[src/rtl/decode_stage_pipelined_pkg.sv]
// Shared decode definitions: opcode numbers, the ID/EX control bundle layout
// and the decode FSM state encoding.
package decode_stage_pipelined_pkg;

  localparam int CTRL_W = 16;

  localparam int OP_NOP  = 0;
  localparam int OP_NOT  = 1;
  localparam int OP_INC  = 2;
  localparam int OP_DEC  = 3;
  localparam int OP_OUT  = 4;
  localparam int OP_IN   = 5;
  localparam int OP_MOV  = 6;
  localparam int OP_ADD  = 7;
  localparam int OP_SUB  = 8;
  localparam int OP_AND  = 9;
  localparam int OP_OR   = 10;
  localparam int OP_SHL  = 11;
  localparam int OP_SHR  = 12;
  localparam int OP_PUSH = 13;
  localparam int OP_POP  = 14;
  localparam int OP_LDM  = 15;
  localparam int OP_LDD  = 16;
  localparam int OP_STD  = 17;
  localparam int OP_JZ   = 18;
  localparam int OP_JMP  = 19;
  localparam int OP_CALL = 20;
  localparam int OP_RET  = 21;

  localparam logic [3:0] ALU_NONE = 4'd0;
  localparam logic [3:0] ALU_NOT  = 4'd1;
  localparam logic [3:0] ALU_INC  = 4'd2;
  localparam logic [3:0] ALU_DEC  = 4'd3;
  localparam logic [3:0] ALU_MOV  = 4'd4;
  localparam logic [3:0] ALU_ADD  = 4'd5;
  localparam logic [3:0] ALU_SUB  = 4'd6;
  localparam logic [3:0] ALU_AND  = 4'd7;
  localparam logic [3:0] ALU_OR   = 4'd8;
  localparam logic [3:0] ALU_SHL  = 4'd9;
  localparam logic [3:0] ALU_SHR  = 4'd10;
  localparam logic [3:0] ALU_PASS = 4'd11;

  // Bit offsets of the fields inside the flattened ctrl bundle
  localparam int CTRL_MEM_READ  = 0;
  localparam int CTRL_MEM_WRITE = 1;
  localparam int CTRL_WB        = 2;
  localparam int CTRL_ALU_OP    = 3;
  localparam int CTRL_DST_SEL   = 7;
  localparam int CTRL_PUSH      = 8;
  localparam int CTRL_POP       = 9;
  localparam int CTRL_IN_PORT   = 10;
  localparam int CTRL_OUT_PORT  = 11;
  localparam int CTRL_IMM       = 12;
  localparam int CTRL_ONE_OP    = 13;
  localparam int CTRL_JUMP_TYPE = 14;

  typedef struct packed {
    logic [1:0] jump_type;
    logic       one_operand;
    logic       imm;
    logic       out_port;
    logic       in_port;
    logic       pop;
    logic       push;
    logic       dst_sel;
    logic [3:0] alu_op;
    logic       wb;
    logic       mem_write;
    logic       mem_read;
  } ctrl_t;

  typedef enum logic {
    S_DECODE = 1'b0,
    S_IMM    = 1'b1
  } state_t;

endpackage

[src/rtl/decode_stage_pipelined_if.sv]
// Fetch / write-back / execute side signals of the decode stage.
interface decode_stage_pipelined_if #(
  parameter int DATA_W   = 16,
  parameter int NUM_REGS = 8
);
  localparam int AW = $clog2(NUM_REGS);

  logic                                      instr_valid;
  logic [DATA_W-1:0]                         instruction;
  logic                                      id_ready;
  logic                                      flush;
  logic                                      ex_stall;
  logic                                      wb_en;
  logic [AW-1:0]                             wb_addr;
  logic [DATA_W-1:0]                         wb_data;
  logic                                      ex_valid;
  logic [decode_stage_pipelined_pkg::CTRL_W-1:0] ex_ctrl;
  logic [DATA_W-1:0]                         ex_rs_data;
  logic [DATA_W-1:0]                         ex_rt_data;
  logic [AW-1:0]                             ex_rs_addr;
  logic [AW-1:0]                             ex_rt_addr;
  logic [DATA_W-1:0]                         ex_imm;
  logic                                      hazard_stall;

  modport master (
    output instr_valid, instruction, flush, ex_stall, wb_en, wb_addr, wb_data,
    input  id_ready, ex_valid, ex_ctrl, ex_rs_data, ex_rt_data, ex_rs_addr,
           ex_rt_addr, ex_imm, hazard_stall
  );

  modport slave (
    input  instr_valid, instruction, flush, ex_stall, wb_en, wb_addr, wb_data,
    output id_ready, ex_valid, ex_ctrl, ex_rs_data, ex_rt_data, ex_rs_addr,
           ex_rt_addr, ex_imm, hazard_stall
  );
endinterface

[src/rtl/decode_ctrl.sv]
// Combinational opcode -> control bundle lookup.
module decode_ctrl
  import decode_stage_pipelined_pkg::*;
#(
  parameter int OPC_W = 5
) (
  input  logic [OPC_W-1:0] i_opcode,
  output ctrl_t            o_ctrl
);

  always_comb begin
    o_ctrl = '0;
    case (int'(i_opcode))
      OP_NOT:  begin o_ctrl.wb = 1'b1; o_ctrl.alu_op = ALU_NOT; o_ctrl.one_operand = 1'b1; end
      OP_INC:  begin o_ctrl.wb = 1'b1; o_ctrl.alu_op = ALU_INC; o_ctrl.one_operand = 1'b1; end
      OP_DEC:  begin o_ctrl.wb = 1'b1; o_ctrl.alu_op = ALU_DEC; o_ctrl.one_operand = 1'b1; end
      OP_OUT:  begin o_ctrl.out_port = 1'b1; o_ctrl.one_operand = 1'b1; end
      OP_IN:   begin o_ctrl.in_port = 1'b1; o_ctrl.wb = 1'b1; o_ctrl.one_operand = 1'b1; end
      OP_MOV:  begin o_ctrl.wb = 1'b1; o_ctrl.alu_op = ALU_MOV; o_ctrl.dst_sel = 1'b1; end
      OP_ADD:  begin o_ctrl.wb = 1'b1; o_ctrl.alu_op = ALU_ADD; end
      OP_SUB:  begin o_ctrl.wb = 1'b1; o_ctrl.alu_op = ALU_SUB; end
      OP_AND:  begin o_ctrl.wb = 1'b1; o_ctrl.alu_op = ALU_AND; end
      OP_OR:   begin o_ctrl.wb = 1'b1; o_ctrl.alu_op = ALU_OR;  end
      OP_SHL:  begin o_ctrl.wb = 1'b1; o_ctrl.alu_op = ALU_SHL; o_ctrl.one_operand = 1'b1; end
      OP_SHR:  begin o_ctrl.wb = 1'b1; o_ctrl.alu_op = ALU_SHR; o_ctrl.one_operand = 1'b1; end
      OP_PUSH: begin o_ctrl.push = 1'b1; o_ctrl.mem_write = 1'b1; o_ctrl.one_operand = 1'b1; end
      OP_POP:  begin
        o_ctrl.pop = 1'b1; o_ctrl.mem_read = 1'b1; o_ctrl.wb = 1'b1; o_ctrl.one_operand = 1'b1;
      end
      // LDM is the only two-word instruction: its immediate is the next fetched word
      OP_LDM:  begin
        o_ctrl.wb = 1'b1; o_ctrl.alu_op = ALU_PASS; o_ctrl.imm = 1'b1; o_ctrl.one_operand = 1'b1;
      end
      OP_LDD:  begin o_ctrl.mem_read = 1'b1; o_ctrl.wb = 1'b1; o_ctrl.one_operand = 1'b1; end
      OP_STD:  begin o_ctrl.mem_write = 1'b1; o_ctrl.one_operand = 1'b1; end
      OP_JZ:   begin o_ctrl.jump_type = 2'd1; o_ctrl.one_operand = 1'b1; end
      OP_JMP:  begin o_ctrl.jump_type = 2'd2; o_ctrl.one_operand = 1'b1; end
      OP_CALL: begin
        o_ctrl.jump_type = 2'd3; o_ctrl.push = 1'b1; o_ctrl.mem_write = 1'b1; o_ctrl.one_operand = 1'b1;
      end
      OP_RET:  begin
        o_ctrl.jump_type = 2'd2; o_ctrl.pop = 1'b1; o_ctrl.mem_read = 1'b1; o_ctrl.one_operand = 1'b1;
      end
      default: ;
    endcase
  end

endmodule

[src/rtl/decode_stage_pipelined.sv]
// Decode stage: register file with write-back bypass, load-use bubbles,
// two-word immediate assembly and the ID/EX pipeline register.
module decode_stage_pipelined
  import decode_stage_pipelined_pkg::*;
#(
  parameter int DATA_W   = 16,
  parameter int NUM_REGS = 8,
  parameter int OPC_W    = 5
) (
  input logic                     clk,
  input logic                     reset,
  decode_stage_pipelined_if.slave bus
);
  localparam int AW = $clog2(NUM_REGS);

  logic [OPC_W-1:0]  w_opc;
  logic [AW-1:0]     w_rs, w_rt;
  ctrl_t             w_ctrl;
  logic [DATA_W-1:0] w_rs_data, w_rt_data, w_lat_rs_fwd, w_lat_rt_fwd;
  logic              w_hazard, w_id_ready, w_accept;
  logic              w_load_cur, w_latch_first, w_load_lat;
  state_t            r_state, w_state_nxt;

  logic [DATA_W-1:0] r_rf [NUM_REGS];

  logic [AW-1:0]     r_lat_rs_addr, r_lat_rt_addr;
  logic [DATA_W-1:0] r_lat_rs_data, r_lat_rt_data;
  ctrl_t             r_lat_ctrl;

  logic              r_ex_valid;
  ctrl_t             r_ex_ctrl;
  logic [DATA_W-1:0] r_ex_rs_data, r_ex_rt_data, r_ex_imm;
  logic [AW-1:0]     r_ex_rs_addr, r_ex_rt_addr;

  assign w_opc = bus.instruction[DATA_W-1 -: OPC_W];
  assign w_rs  = bus.instruction[DATA_W-OPC_W-1 -: AW];
  assign w_rt  = bus.instruction[DATA_W-OPC_W-AW-1 -: AW];

  decode_ctrl #(.OPC_W(OPC_W)) u_ctrl (
    .i_opcode (w_opc),
    .o_ctrl   (w_ctrl)
  );

  // Register file read with same-cycle write-back bypass
  assign w_rs_data = (bus.wb_en && bus.wb_addr == w_rs) ? bus.wb_data : r_rf[w_rs];
  assign w_rt_data = (bus.wb_en && bus.wb_addr == w_rt) ? bus.wb_data : r_rf[w_rt];
  assign w_lat_rs_fwd = (bus.wb_en && bus.wb_addr == r_lat_rs_addr) ? bus.wb_data : r_lat_rs_data;
  assign w_lat_rt_fwd = (bus.wb_en && bus.wb_addr == r_lat_rt_addr) ? bus.wb_data : r_lat_rt_data;

  always_ff @(posedge clk or posedge reset) begin
    if (reset) begin
      for (int i = 0; i < NUM_REGS; i++) r_rf[i] <= '0;
    end else if (bus.wb_en) begin
      r_rf[bus.wb_addr] <= bus.wb_data;
    end
  end

  assign w_hazard = r_ex_valid & r_ex_ctrl.mem_read & bus.instr_valid & (r_state == S_DECODE) &
                    ((r_ex_rs_addr == w_rs) | ((r_ex_rs_addr == w_rt) & ~w_ctrl.one_operand));
  assign w_id_ready = ~reset & ~bus.ex_stall & ~w_hazard;
  assign w_accept   = bus.instr_valid & w_id_ready & ~bus.flush;

  always_ff @(posedge clk or posedge reset) begin
    if (reset) r_state <= S_DECODE;
    else       r_state <= w_state_nxt;
  end

  always_comb begin
    w_state_nxt = r_state;
    if (bus.flush) begin
      w_state_nxt = S_DECODE;
    end else begin
      case (r_state)
        S_DECODE: if (w_latch_first) w_state_nxt = S_IMM;
        S_IMM:    if (w_load_lat)    w_state_nxt = S_DECODE;
        default:  w_state_nxt = S_DECODE;
      endcase
    end
  end

  always_comb begin
    w_load_cur    = 1'b0;
    w_latch_first = 1'b0;
    w_load_lat    = 1'b0;
    case (r_state)
      S_DECODE: begin
        w_load_cur    = w_accept & ~w_ctrl.imm;
        w_latch_first = w_accept &  w_ctrl.imm;
      end
      S_IMM:   w_load_lat = w_accept;
      default: ;
    endcase
  end

  // First word of a two-word instruction; operands track write-back while waiting
  always_ff @(posedge clk or posedge reset) begin
    if (reset) begin
      r_lat_ctrl    <= '0;
      r_lat_rs_addr <= '0;
      r_lat_rt_addr <= '0;
      r_lat_rs_data <= '0;
      r_lat_rt_data <= '0;
    end else if (w_latch_first) begin
      r_lat_ctrl    <= w_ctrl;
      r_lat_rs_addr <= w_rs;
      r_lat_rt_addr <= w_rt;
      r_lat_rs_data <= w_rs_data;
      r_lat_rt_data <= w_rt_data;
    end else if (r_state == S_IMM) begin
      r_lat_rs_data <= w_lat_rs_fwd;
      r_lat_rt_data <= w_lat_rt_fwd;
    end
  end

  // ID/EX pipeline register
  always_ff @(posedge clk or posedge reset) begin
    if (reset) begin
      r_ex_valid   <= 1'b0;
      r_ex_ctrl    <= '0;
      r_ex_rs_data <= '0;
      r_ex_rt_data <= '0;
      r_ex_rs_addr <= '0;
      r_ex_rt_addr <= '0;
      r_ex_imm     <= '0;
    end else if (bus.flush) begin
      r_ex_valid <= 1'b0;
      r_ex_ctrl  <= '0;
    end else if (!bus.ex_stall) begin
      if (w_load_cur) begin
        r_ex_valid   <= 1'b1;
        r_ex_ctrl    <= w_ctrl;
        r_ex_rs_data <= w_rs_data;
        r_ex_rt_data <= w_rt_data;
        r_ex_rs_addr <= w_rs;
        r_ex_rt_addr <= w_rt;
        r_ex_imm     <= {{(DATA_W-8){1'b0}}, bus.instruction[7:0]};
      end else if (w_load_lat) begin
        r_ex_valid   <= 1'b1;
        r_ex_ctrl    <= r_lat_ctrl;
        r_ex_rs_data <= w_lat_rs_fwd;
        r_ex_rt_data <= w_lat_rt_fwd;
        r_ex_rs_addr <= r_lat_rs_addr;
        r_ex_rt_addr <= r_lat_rt_addr;
        r_ex_imm     <= bus.instruction;
      end else begin
        r_ex_valid <= 1'b0;
        r_ex_ctrl  <= '0;
      end
    end
  end

  assign bus.id_ready     = w_id_ready;
  assign bus.hazard_stall = w_hazard;
  assign bus.ex_valid     = r_ex_valid;
  assign bus.ex_ctrl      = r_ex_ctrl;
  assign bus.ex_rs_data   = r_ex_rs_data;
  assign bus.ex_rt_data   = r_ex_rt_data;
  assign bus.ex_rs_addr   = r_ex_rs_addr;
  assign bus.ex_rt_addr   = r_ex_rt_addr;
  assign bus.ex_imm       = r_ex_imm;

endmodule
[src/flat_wrapper.sv]
// flat-port wrapper written by rule: the top's interface ports become plain ports
module decode_stage_pipelined_flat import decode_stage_pipelined_pkg::*;
#(
  parameter int DATA_W   = 16,
  parameter int NUM_REGS = 8,
  parameter int OPC_W    = 5
)
  (clk, reset, bus_instr_valid, bus_instruction, bus_flush, bus_ex_stall, bus_wb_en, bus_wb_addr, bus_wb_data, bus_id_ready, bus_ex_valid, bus_ex_ctrl, bus_ex_rs_data, bus_ex_rt_data, bus_ex_rs_addr, bus_ex_rt_addr, bus_ex_imm, bus_hazard_stall);
  decode_stage_pipelined_if #(.DATA_W(DATA_W), .NUM_REGS(NUM_REGS)) bus_i ();
  input logic clk;
  input logic reset;
  input wire logic [$bits(bus_i.instr_valid)-1:0] bus_instr_valid;
  input wire logic [$bits(bus_i.instruction)-1:0] bus_instruction;
  input wire logic [$bits(bus_i.flush)-1:0] bus_flush;
  input wire logic [$bits(bus_i.ex_stall)-1:0] bus_ex_stall;
  input wire logic [$bits(bus_i.wb_en)-1:0] bus_wb_en;
  input wire logic [$bits(bus_i.wb_addr)-1:0] bus_wb_addr;
  input wire logic [$bits(bus_i.wb_data)-1:0] bus_wb_data;
  output wire logic [$bits(bus_i.id_ready)-1:0] bus_id_ready;
  output wire logic [$bits(bus_i.ex_valid)-1:0] bus_ex_valid;
  output wire logic [$bits(bus_i.ex_ctrl)-1:0] bus_ex_ctrl;
  output wire logic [$bits(bus_i.ex_rs_data)-1:0] bus_ex_rs_data;
  output wire logic [$bits(bus_i.ex_rt_data)-1:0] bus_ex_rt_data;
  output wire logic [$bits(bus_i.ex_rs_addr)-1:0] bus_ex_rs_addr;
  output wire logic [$bits(bus_i.ex_rt_addr)-1:0] bus_ex_rt_addr;
  output wire logic [$bits(bus_i.ex_imm)-1:0] bus_ex_imm;
  output wire logic [$bits(bus_i.hazard_stall)-1:0] bus_hazard_stall;
  assign bus_i.instr_valid = bus_instr_valid;
  assign bus_i.instruction = bus_instruction;
  assign bus_i.flush = bus_flush;
  assign bus_i.ex_stall = bus_ex_stall;
  assign bus_i.wb_en = bus_wb_en;
  assign bus_i.wb_addr = bus_wb_addr;
  assign bus_i.wb_data = bus_wb_data;
  assign bus_id_ready = bus_i.id_ready;
  assign bus_ex_valid = bus_i.ex_valid;
  assign bus_ex_ctrl = bus_i.ex_ctrl;
  assign bus_ex_rs_data = bus_i.ex_rs_data;
  assign bus_ex_rt_data = bus_i.ex_rt_data;
  assign bus_ex_rs_addr = bus_i.ex_rs_addr;
  assign bus_ex_rt_addr = bus_i.ex_rt_addr;
  assign bus_ex_imm = bus_i.ex_imm;
  assign bus_hazard_stall = bus_i.hazard_stall;
  decode_stage_pipelined #(.DATA_W(DATA_W), .NUM_REGS(NUM_REGS), .OPC_W(OPC_W)) u_core (.clk(clk), .reset(reset), .bus(bus_i));
endmodule
[config.mk]
export PLATFORM = sky130hd
export DESIGN_NAME = decode_stage_pipelined_flat
export DESIGN_NICKNAME = d
export VERILOG_FILES = /design/src/rtl/decode_stage_pipelined_pkg.sv /design/src/rtl/decode_stage_pipelined_if.sv /design/src/rtl/decode_ctrl.sv /design/src/rtl/decode_stage_pipelined.sv /design/src/flat_wrapper.sv
export SDC_FILE = /design/constraint.sdc
export NUM_CORES = 1
export LEC_CHECK = 0
export ABC_AREA = 1
export CAP_MARGIN = 5
export CORE_MARGIN = 1.5
export CORE_UTILIZATION = 59
export CTS_CLUSTER_DIAMETER = 80
export CTS_CLUSTER_SIZE = 14
export DETAILED_ROUTE_END_ITERATION = 8
export MAX_ROUTING_LAYER = met4
export PLACE_DENSITY = 0.8
export RECOVER_POWER = 25
export SLEW_MARGIN = 0
export SYNTH_ARGS = -nofsm -noshare
export SYNTH_HDL_FRONTEND = slang
export SYNTH_SLANG_ARGS = --single-unit
[constraint.sdc]
create_clock -name clk -period 8.6 [get_ports clk]
set_input_delay 0.86 -clock clk [delete_from_list [all_inputs] [get_ports clk]]
set_output_delay 0.86 -clock clk [all_outputs]
set_load 0.1 [all_outputs]
---- Yosys cells after proc, flatten, opt, wreduce, memory -nomap -nowiden ----
Cells that the tools add are included.
Widths: inputs -> output; s select.
cells by class
  multipliers ............................. 0
  div/mod/pow operators ................... 0
  multiplexer cells ....................... 54
  shift-type cells ........................ 0
  add/sub/neg operators ................... 0
  bitwise gates (word level) .............. 22
  order comparisons ....................... 4
  equal/unequal tests ..................... 28
  reductions and logical operators ........ 15
operators with widths
  operator            count
  $mux 16             23
  $bwmux 128          1
  $bmux 16 s3         2
  $demux 16 s3        1
  $pmux 4 s11         1
  $eq 5x4->1 const B  8
  $eq 5x5->1 const B  6
  $eq 5x3->1 const B  4
  $mux 1              20
  $eq 3x3->1          6
  $reduce_or 16->1    1
  $reduce_or 14->1    1
  $ge 4x4->1 const B  3
  $mux 3              4
  $not 3->4           3
  $and 1x1->1         11
  $eq 5x2->1 const B  2
  $not 1->1           7
  $pmux 2 s3          1
  $reduce_or 2->1     3
  $reduce_or 3->1     2
  $eq 5x1->1 const B  1
  $logic_and 1x1->1   5
  $lt 4x1->1 const B  1
  5 further kinds     6
word-level totals
  register bits ........................... 254
  latch bits .............................. 0
  memories ................................ 0
  input bits .............................. 41
  ROM bits ................................ 0
  RAM bits ................................ 0

---- Logic depth before layout (Yosys ltp) ----
  depth in word-level cells ............... 16
  mapped depth ............................ 17
  depth with buffers taken out ............ 14

---- Modules after synthesis ----
From an unflattened synthesis, not the netlist that was laid out.
second synthesis, totals
  cells, all modules ...................... 2005
  area, all modules ....................... 14466.4 sq um
modules (own cells, without submodules)
  module                  area each (sq um)  instances  cells each
  decode_stage_pipelined  14108.5            1          1928
  decode_ctrl             357.8              1          77

---- Worst setup path after synthesis ----
OpenSTA, ideal clock, no wires.
  path type ............................... input to output
  start ................................... input port bus_instruction[13]
  end ..................................... output port bus_id_ready
  stages .................................. 10
  setup slack ............................. 4.146 ns
  arrival time ............................ 3.594 ns
  buffers on the path ..................... 1
  cell sequence ........................... buf_4 -> nor2_1 -> nand3_1 -> nand2_1 -> nor2_1 -> nand4_1 -> nand2_1 -> nand2_2 -> inv_1 -> nor2_1
between the ends
  cells in the longest elaborated chain, start to end .. 9
  elaborated cells between the ends (all ways) .. 24
ends and longest elaborated chain
  what                                line                          RTL
  start: declaration                  flat_wrapper.sv:13            input wire logic [$bits(bus_i.instruction)-1:0] bus_instruction;
  $eq 5x5->1 (tied with other cells)  decode_ctrl.sv:13             case (int'(i_opcode))
  $reduce_or 16->1 (no line) *        --
  $mux 1 *                            decode_ctrl.sv:13
  $not 1->1 *                         decode_stage_pipelined.sv:59  ((r_ex_rs_addr == w_rs) | ((r_ex_rs_addr == w_rt) & ~w_ctrl.one_operand));
  $and 1x1->1 *                       decode_stage_pipelined.sv:59
  $or 1x1->1 *                        decode_stage_pipelined.sv:59
  $and 1x1->1 *                       decode_stage_pipelined.sv:58  assign w_hazard = r_ex_valid & r_ex_ctrl.mem_read & bus.instr_valid & (r_state == S_DECODE) &
  named net bus_hazard_stall          flat_wrapper.sv:27            output wire logic [$bits(bus_i.hazard_stall)-1:0] bus_hazard_stall;
  $not 1->1 *                         decode_stage_pipelined.sv:60  assign w_id_ready = ~reset & ~bus.ex_stall & ~w_hazard;
  $and 1x1->1 *                       decode_stage_pipelined.sv:60
  end: declaration                    flat_wrapper.sv:19            output wire logic [$bits(bus_i.id_ready)-1:0] bus_id_ready;
Mark *: on every way through the listed nets, which the timed path passes. The rest lies on a longest branch.

==> impl_metrics.py <==
metrics = {
    "timing": {
        "finalClockSkew_ns": 0.00978,
        "hold_viol": 0,
        "max_slew_margin": -2.88,
        "timing.final.crit_period_ns": 5.49,
        "drv_slew": 161,
        "worst_slew_pin_slew_ns": 5.79,
        "finalSetupTns_ns": 0,
        "timing.hold.ws_ns": 0.454,
        "finalCritPeriodShare": 0.638,
        "setup_violations": 0,
        "fmax_mhz": 182,
        "rsz0062_at_grt": "no",
    },
    "global_route": {
        "grt_pass1_vias": 12900,
        "grtUsageTotal": 0.367,
        "grt_overflow": 0,
        "grt_pass1_wl_mm": 68.6,
        "grt_max_degree": 128,
        "antenna_found_initial": 1,
    },
    "yosys": {
        "synthSimpleGateAreaFrac": 0.238,
        "synthDistinctLibCells": 31,
        "synthMuxAreaShare": 0,
        "synth_top_area_share": 0.461,
        "synth.yosys.seq_area_share": 0.461,
        "synth.area.top_cells": "dfrtp_1, nand2_1, o21ai_0",
        "synth_xor_xnor_area_share": 0.00763,
        "synth-compound-area-share": 0.202,
        "synth_top_family_by_area": "simple AND/OR/NAND/NOR gates",
        "synth.avg_cell_area_um2": 7.35,
        "yosysTopAreaCell": "dfrtp_1",
        "synth_adder_area_share": 0,
        "synth_area_um2": 13800,
        "yosysWarningCount": 0,
        "syn_inst": 1876,
        "synth_seq_cells": 254,
        "synth.net_count": 1917,
    },
    "run_status": {
        "status": "finished with violations",
        "violations": "max-capacitance violations, max-slew violations",
    },
    "job": {
        "cap_violations": 2,
    },
    "floorplan": {
        "die_x_um": 156,
        "start_util": 0.605,
        "rows": 55,
        "design.die.area_um2": 24300,
        "coreArea_um2": 22800,
        "pin_count": 114,
        "die_h_um": 156,
    },
    "routing": {
        "wl_met3_mm": 3.17,
        "topRoutingLayerUsed": "met4",
        "wl_met2_mm": 20.3,
        "wl_mm": 42.6,
        "wl_per_cell_um": 19.4,
        "routed_via_density": 6.08,
        "drc": 0,
        "drtAntennaViolNets": 0,
        "num_vias": 13300,
        "drtIter0Drc": 1662,
        "met1_length_mm": 17.3,
        "drt_pass1_iterations": 6,
    },
    "finish": {
        "seq_area_um2": 6360,
        "utilization": 0.675,
        "multi_input_area_um2": 6180,
        "area_growth_pct": 11.6,
        "num-nets-final": 1917,
        "final_cell_mix": "nand2_1, o21ai_0, dfrtp_1, nand3_1, inv_1",
        "drive_gt1_frac": 0.0362,
        "final_common_cell": "nand2_1",
        "fillers": 1967,
    },
    "clock_network": {
        "post_cts_buffers": 0,
        "cts_tree": "done",
        "numCtsBuffers": 22,
        "htree_levels": 1,
        "ctsLongestPathBuffers": 3,
        "clock-root-buffer": "clkbuf_16",
        "clkSlewWorstSetupHoldPaths_ns": 0.07,
        "cts-resized-gates": 0,
        "cts.sinks": 254,
        "hold_buffers": 0,
        "clock_latency_ns": 0.52,
    },
    "worst_hold_path": {
        "hold_class": "reg -> reg",
    },
    "power_and_ir_drop": {
        "power_per_cell_area_nw_per_um2": 221,
        "power.leakage_nw": 7.42,
        "p_total_mw": 3.40,
        "ir_drop_uv": 144,
    },
    "setup_path": {
        "end_kind": "async pin",
        "crit_buf_inv": 2,
        "cpMaxStageDelayCell": "clkinvlp_2",
        "path_cells": "dlygate4sd3_1, clkinvlp_2",
        "crit_type": "in -> async",
        "arrival_ns": 4.72,
        "start_kind": "input pin",
        "cp_max_fo": 127,
        "crit_family": "buffers and inverters",
        "r2r_slack_ns": 5.43,
        "slowest_delay_ns": 3.19,
        "crit_required_ns": 7.83,
    },
    "place": {
        "dp_hpwl_mm": 26.7,
        "port_buffers": 113,
        "gp_congestion": 0.907,
    },
}
-- sequential cells by signal, summed over array words and instances, names as in the netlist, 16 cells and up --
register,count
u_core.bus.ex_rs_data,16
u_core.r_lat_rs_data,16
u_core.bus.ex_ctrl,16
u_core.bus.ex_imm,16
u_core.r_lat_rt_data,16
u_core.bus.ex_rt_data,16
u_core.r_lat_ctrl,16
u_core.r_rf,128
-- per-stage QoR --
stage,cells,setup WS [ns],instance area (um2)
3_3_place_gp,2165,3.84,14800
6_report,2192,3.11,15400
2_1_floorplan,1876,0.755,13800
5_1_grt,2192,2.07,15400
3_5_place_dp,2165,3.84,14800
4_1_cts,2191,3.84,15400
-- power by group --
part / internal (mW) / leakage, nW / total [mW] / switching (mW)
registers: 1.37 / 3.18 / 1.50 / 0.122
clock network: 0.475 / 0.289 / 0.919 / 0.444
logic: 0.266 / 3.95 / 0.985 / 0.719
total: 2.12 / 7.42 / 3.40 / 1.28
-- routing by layer --
layer / global-route usage / vias to the layer above
li1: - / 6204
met1: 0.476 / 6363
met5: - / -
met4: 0.156 / 0
met2: 0.591 / 641
met3: 0.0394 / 119
-- Yosys cell counts --
cell      count
o221ai_1      2
o311ai_0      1
xnor2_1      11
clkinv_1      1
nand4_4       1
clkbuf_1     99
nand4_1      10
nand4_2       1
inv_1       147
nor2_1       98
inv_2         8
nor2_8        1
nand2_1     443
nor3_1        4
dfrtp_1     254
o211ai_1     68
buf_4         4
nand2_2       2
buf_2        23
xor2_1        1
buf_1        26
a21oi_1     100
o21ai_0     305
nor2_2        2
nand3_1     214
nor2_4        1
o22ai_1       1
buf_6         5
o21ai_1      41
nor4b_1       1
a211oi_1      1
-- final timing paths --
path / from / to / depth (start not counted)
max in group clk: bus_instruction[13] / bus_id_ready / 12
max reg2reg: u_core.bus.ex_rs_addr[2] / u_core.bus.ex_rt_data[5] / 11
max: reset / u_core.r_state / 2
min reg2reg: u_core.r_lat_ctrl[2] / u_core.r_lat_ctrl[2] / 2
min in group asynchronous: reset / u_core.bus.ex_imm[4] / 2
min: u_core.r_lat_ctrl[2] / u_core.r_lat_ctrl[2] / 2
-- cell type report --
type | count | area share
Multi-Input combinational cell | 1309 | 0.402
Timing Repair Buffer | 133 | 0.0821
Inverter | 156 | 0.0382
Tap cell | 313 | 0.0255
Clock inverter | 2 | 0.00106
Antenna cell | 1 | 0.000163
Clock buffer | 24 | 0.0377
Sequential cell | 254 | 0.413
-- worst reg2reg max path, cell delays in order, from the launching register on --
cell	delay [ns]
dfrtp_1	0.44
xor2_1	0.18
nor2_1	0.22
nand4_1	0.13
nand2_1	0.09
nand2_2	0.11
nand4_1	0.31
buf_4	0.79
nand2_2	0.11
buf_4	0.37
nand3_1	0.23
nand2_1	0.07
-- logic make-up after synthesis --
family | after synthesis
AND/OR/NAND/NOR | 778
AO/OA/AOI/OAI | 519
buffers and inverters | 313
flip-flops | 254
XOR/XNOR | 12
(Power assumes the default switching activity.)
